File: config.mk
export PLATFORM = sky130hd
export DESIGN_NAME = pc_sequencer
export DESIGN_NICKNAME = d
export VERILOG_FILES = /design/src/rtl/pc_sequencer.sv
export SDC_FILE = /design/constraint.sdc
export NUM_CORES = 1
export LEC_CHECK = 0
export ABC_AREA = 1
export ABC_CLOCK_PERIOD_IN_PS = 2490
export CAP_MARGIN = 5
export CORE_ASPECT_RATIO = 1.1
export CORE_MARGIN = 2
export CORE_UTILIZATION = 35
export CTS_CLUSTER_DIAMETER = 200
export CTS_CLUSTER_SIZE = 14
export DETAILED_ROUTE_END_ITERATION = 10
export GPL_TIMING_DRIVEN = 0
export SETUP_SLACK_MARGIN = 0.5
export SYNTH_ARGS = -nofsm -noshare
export SYNTH_HDL_FRONTEND = slang
export SYNTH_SLANG_ARGS = --single-unit
File: constraint.sdc
create_clock -name clk -period 2.49 [get_ports clk]
set_input_delay 0.747 -clock clk [delete_from_list [all_inputs] [get_ports clk]]
set_output_delay 0.747 -clock clk [all_outputs]
set_load 0.03 [all_outputs]
File: src/rtl/pc_sequencer.sv
// Program counter and next-PC selection for the MIPS core: branches, jumps, JR,
// external and misaligned-JR traps with EPC/eret, and a retired-instruction counter.
module pc_sequencer #(
    parameter int                ADDR_W      = 32,
    parameter logic [ADDR_W-1:0] RESET_PC    = '0,
    parameter logic [31:0]       TRAP_VECTOR = 32'h0000_0080,
    parameter int                CNT_W       = 32
) (
    input  logic              clk,
    input  logic              rst,
    input  logic              stall,
    input  logic              branch,
    input  logic              branch_not,
    input  logic              zero,
    input  logic              jump,
    input  logic              jal,
    input  logic              jump_r,
    input  logic [31:0]       imm_sext,
    input  logic [25:0]       jtarget,
    input  logic [ADDR_W-1:0] rs_data,
    input  logic              trap,
    input  logic              eret,
    output logic [ADDR_W-1:0] pc,
    output logic [ADDR_W-1:0] pc_plus4,
    output logic [ADDR_W-1:0] link_addr,
    output logic [ADDR_W-1:0] epc,
    output logic [1:0]        cause,
    output logic              trap_taken,
    output logic [CNT_W-1:0]  retired
);

    localparam logic [ADDR_W-1:0] TRAP_PC = TRAP_VECTOR[ADDR_W-1:0];
    localparam logic [ADDR_W-1:0] PC_STEP = ADDR_W'(4);
    localparam logic [CNT_W-1:0]  CNT_ONE = CNT_W'(1);

    localparam logic [1:0] CAUSE_NONE = 2'd0;
    localparam logic [1:0] CAUSE_EXT  = 2'd1;
    localparam logic [1:0] CAUSE_MIS  = 2'd2;

    logic [31:0]       imm_shift;
    logic [ADDR_W-1:0] br_target;
    logic [ADDR_W-1:0] j_target;
    logic              taken;
    logic              mis_jr;
    logic              jr_trap;
    logic              retire;

    assign pc_plus4  = pc + PC_STEP;
    assign link_addr = pc_plus4;
    assign imm_shift = imm_sext << 2;
    assign br_target = pc_plus4 + imm_shift[ADDR_W-1:0];

    // J/JAL keep the upper region bits of the delay-slot address when they exist.
    generate
        if (ADDR_W > 28) begin : g_j_region
            assign j_target = {pc_plus4[ADDR_W-1:28], jtarget, 2'b00};
        end else begin : g_j_flat
            logic [27:0] j_full;
            assign j_full   = {jtarget, 2'b00};
            assign j_target = j_full[ADDR_W-1:0];
        end
    endgenerate

    assign taken   = (branch & zero) | (branch_not & ~zero);
    assign mis_jr  = jump_r & (rs_data[1:0] != 2'b00);
    // The misaligned-JR trap only fires when nothing of higher priority redirects.
    assign jr_trap = mis_jr & ~jump & ~taken & ~jal;
    assign retire  = ~stall & ~trap & ~eret & ~jr_trap;

    always_ff @(posedge clk) begin
        if (rst) begin
            pc         <= RESET_PC;
            epc        <= '0;
            cause      <= CAUSE_NONE;
            trap_taken <= 1'b0;
            retired    <= '0;
        end else begin
            trap_taken <= 1'b0;
            if (trap) begin
                pc         <= TRAP_PC;
                epc        <= pc;
                cause      <= CAUSE_EXT;
                trap_taken <= 1'b1;
            end else if (eret) begin
                pc    <= epc;
                cause <= CAUSE_NONE;
            end else if (stall) begin
                pc <= pc;
            end else if (jump) begin
                pc <= j_target;
            end else if (taken) begin
                pc <= br_target;
            end else if (jal) begin
                pc <= j_target;
            end else if (jump_r & ~mis_jr) begin
                pc <= rs_data;
            end else if (jump_r) begin
                pc         <= TRAP_PC;
                epc        <= pc;
                cause      <= CAUSE_MIS;
                trap_taken <= 1'b1;
            end else begin
                pc <= pc_plus4;
            end
            if (retire) begin
                retired <= retired + CNT_ONE;
            end
        end
    end

endmodule

==> flow_metrics.py <==
metrics = {
    "global_route": {
        "grt_pass1_wl_microns": 64600,
        "antenna_found_initial": 0,
        "grt_max_degree": 17,
        "grt_pass1_vias": 11100,
        "overflow": 0,
        "grtUsageTotal_pct": 32.1,
    },
    "yosys": {
        "yosysTopAreaCellShare_pct": 22.3,
        "synthCells": 1526,
        "synth_area_leaders": "dfxtp_1, nand2_1, a21oi_1",
        "ys_types": 45,
        "synthSimpleGateAreaFrac_pct": 38.1,
        "synth_seq_cells": 99,
        "yosys-mux-area-fraction_pct": 0,
        "syn_nets": 1663,
        "synth.largest_area_cell": "dfxtp_1",
        "synth_edf_count": 0,
        "ys_async_sr_fraction_pct": 0,
        "syn_avg_cell_area_sq_um": 5.82,
        "synth_compound_area_share_pct": 17.9,
        "synth_top_family_by_area": "simple AND/OR/NAND/NOR gates",
        "synthAdderAreaFrac_pct": 5.16,
        "synthXorXnorAreaFrac_pct": 2.76,
        "ys.flop_type": "dfxtp_1",
        "yosysWarnings": 0,
        "yosysSeqAreaShare_pct": 22.3,
        "synth_area_sq_um": 8870,
    },
    "setup_path": {
        "critPathMaxFanout": 4,
        "startpoint": "pc[2]",
        "path_class": "reg -> out",
        "crit_required_ns": 1.74,
        "reg2reg_from": "pc[2]",
        "end_kind": "output pin",
        "arrival_ns": 2.19,
        "cp-start-kind": "flip-flop",
    },
    "clocking": {
        "cts-hold-fix-buffers": 0,
        "tritoncts": "yes",
        "h-tree-depth": 3,
        "cts_root_buffer": "clkbuf_16",
        "clock_sinks": 99,
        "clk_pin_slew_worst_paths_ns": 0.07,
        "cts_buffers": 9,
        "clk_latency_ns": 0.36,
        "clk_path_buf_depth": 2,
    },
    "run": {
        "maxCapViolCount": 0,
    },
    "routing": {
        "wirelength_microns": 45700,
        "drc": 0,
        "ant_nets": 0,
        "vias": 12000,
        "firstDrtPassIters": 6,
        "viasPerCell": 5.29,
        "wl_per_cell_microns": 20.2,
        "drt_iter0_drc": 778,
    },
    "cells_and_area": {
        "antenna_cells": 0,
        "drive_gt1_share_pct": 39.7,
        "final_cells": 2264,
        "fin_nets": 2081,
        "flow.area_growth_from_synthesis_pct": 78.6,
    },
    "run_status": {
        "outcome": "finished with violations",
        "violations": "setup timing",
    },
    "floorplanning": {
        "initial_utilization_pct": 35.3,
        "die_area_sq_um": 26600,
        "num_rows": 61,
        "core_area_sq_um": 25100,
        "die_w_microns": 156,
        "io_pins": 264,
        "die_y_microns": 171,
    },
    "sta": {
        "slew_violations": 0,
        "setup_viol": 79,
        "max_slew.worst_pin.slew_ns": 0.711,
        "fin_crit_sh_pct": 118,
        "setup_ws_ns": -0.443,
        "period_minus_slack_ns": 2.93,
        "worst_hold_slack_ns": 0.477,
        "fin_skew_ns": 0.0166,
        "fmax_mhz": 341,
        "rsz0062_at_grt": "yes",
        "relSlewSlack_pct": 52.6,
        "final-hold-violation-count": 0,
    },
    "power": {
        "p_leak_nw": 7.18,
        "ir_drop_v": 0.000361,
        "powerDensity_nw_per_um2": 325,
    },
    "worst_hold_path": {
        "holdCritStartpoint": "epc[0]",
        "hold_path.class": "reg -> reg",
    },
    "place": {
        "dp_hpwl_microns": 35000,
        "gp_congestion": 0.949,
        "io_buffers": 259,
        "dpl.cell_count": 2100,
    },
}
per-layer routing:
layer  global-route usage, %  vias up  share of wire [%]
met5                       0        -                  0
met4                    14.7        0                4.2
met3                    3.65      105                5.6
met2                    57.5      474                 50
met1                    38.5     5643                 40
li1                        -     5746                  -
repair_timing:
item                                    CTS  global route
endpoints found under the hold margin     0             0
pin swaps                               127           108
endpoints found under the setup margin  261           160
setup buffers                            88            60
resized for setup                       884           258
worst paths after layout:
| check | to | slack, ns | depth (start not counted) |
|---|---|---|---|
| min | pc[0] | 0.48 | 2 |
| max reg2reg | pc[25] | -0.43 | 22 |
| max | pc_plus4[25] | -0.44 | 11 |
| min reg2reg | pc[0] | 0.48 | 2 |
cell type report:
type | count | area [sq um]
multi-input combinational | 1147 | 7850
fill | 2340 | 9260
sequential | 99 | 2060
clock inverter | 4 | 52.6
tap | 315 | 394
inverter | 198 | 791
buffer | 82 | 577
timing repair buffer | 407 | 3860
clock buffer | 12 | 268
worst max-delay path, stage by stage (launching register included):
cell and delay [ns]:
dfxtp_4 0.38, clkinvlp_4 0.15, nor2_8 0.20, buf_6 0.15
inv_4 0.04, nor2_4 0.19, nand4_1 0.19, nand2_2 0.13
inv_4 0.07, buf_6 0.11, buf_6 0.10, buf_6 0.12
layout by cell type (no fill, tap or decap), types with 15 or more instances in the layout:
master / synthesis / layout
a21oi_1: 163 / 122
a21oi_2: 2 / 34
buf_2: 13 / 15
buf_4: 36 / 108
buf_6: 0 / 132
clkbuf_1: 30 / 23
clkbuf_2: 0 / 24
clkdlybuf4s50_1: 0 / 84
dfxtp_1: 99 / 74
dfxtp_4: 0 / 17
dlygate4sd2_1: 0 / 77
ha_4: 0 / 32
inv_1: 191 / 148
inv_2: 6 / 32
inv_4: 0 / 16
nand2_1: 464 / 328
nand2_2: 7 / 94
nand2_4: 4 / 49
nand3_1: 96 / 48
nand3_2: 2 / 45
nand4_1: 21 / 21
nor2_1: 125 / 86
nor2_2: 10 / 21
nor2_4: 3 / 31
o21ai_0: 95 / 74
state kept, by name, summed over array words and instances, names as in the netlist:
name	count
epc	32
pc	32
retired	32
cause	2
trap_taken	1
logic make-up (layout without fill, tap and decap cells):
| logic type | after synthesis | after routing |
|---|---|---|
| xor gates and xnor gates | 28 | 28 |
| AOI/OAI and AO/OA | 301 | 301 |
| buffers and inverters | 280 | 703 |
| and+or+nand+nor | 782 | 782 |
| adders and majority gates | 36 | 36 |
| DFF | 99 | 99 |
power breakdown:
| group | switching [mW] | total, mW | internal, mW |
|---|---|---|---|
| clock network | 0.648 | 1.52 | 0.874 |
| registers | 0.0619 | 1.69 | 1.63 |
| logic | 1.14 | 1.95 | 0.804 |
| total | 1.85 | 5.16 | 3.30 |
through the flow:
stage | setup TNS (ns) | power (mW) | setup slack, ns | area (sq um) | util (%)
floorplan | -5.60 | 2.56 | -0.325 | 9430 | -
global placement | -61.31 | 3.20 | -0.875 | 12400 | 49.4
detailed placement | -63.20 | 3.21 | -0.884 | 12400 | 49.4
CTS | -17.49 | 4.96 | -0.423 | 14700 | 58.4
global route | -27.12 | 5.36 | -0.610 | 15800 | 63.1
finish | -20.57 | 5.16 | -0.443 | 15800 | 63.1
synth_stat cells (5+ instances only):
| cell | number |
|---|---|
| buf_4 | 36 |
| nand3b_1 | 5 |
| and2_1 | 10 |
| dfxtp_1 | 99 |
| o22ai_1 | 5 |
| inv_1 | 191 |
| nand3_1 | 96 |
| nor2_2 | 10 |
| o21ai_1 | 7 |
| nand2_1 | 464 |
| buf_2 | 13 |
| inv_2 | 6 |
| ha_1 | 35 |
| nor4_1 | 5 |
| nand2_2 | 7 |
| o211ai_1 | 11 |
| xnor2_1 | 10 |
| o21ai_0 | 95 |
| nand4_1 | 21 |
| o21bai_1 | 5 |
| nor3_1 | 20 |
| a31oi_1 | 5 |
| clkbuf_1 | 30 |
| nor2_1 | 125 |
| a21oi_1 | 163 |
| xor2_1 | 18 |
(Power assumes the default switching activity.)
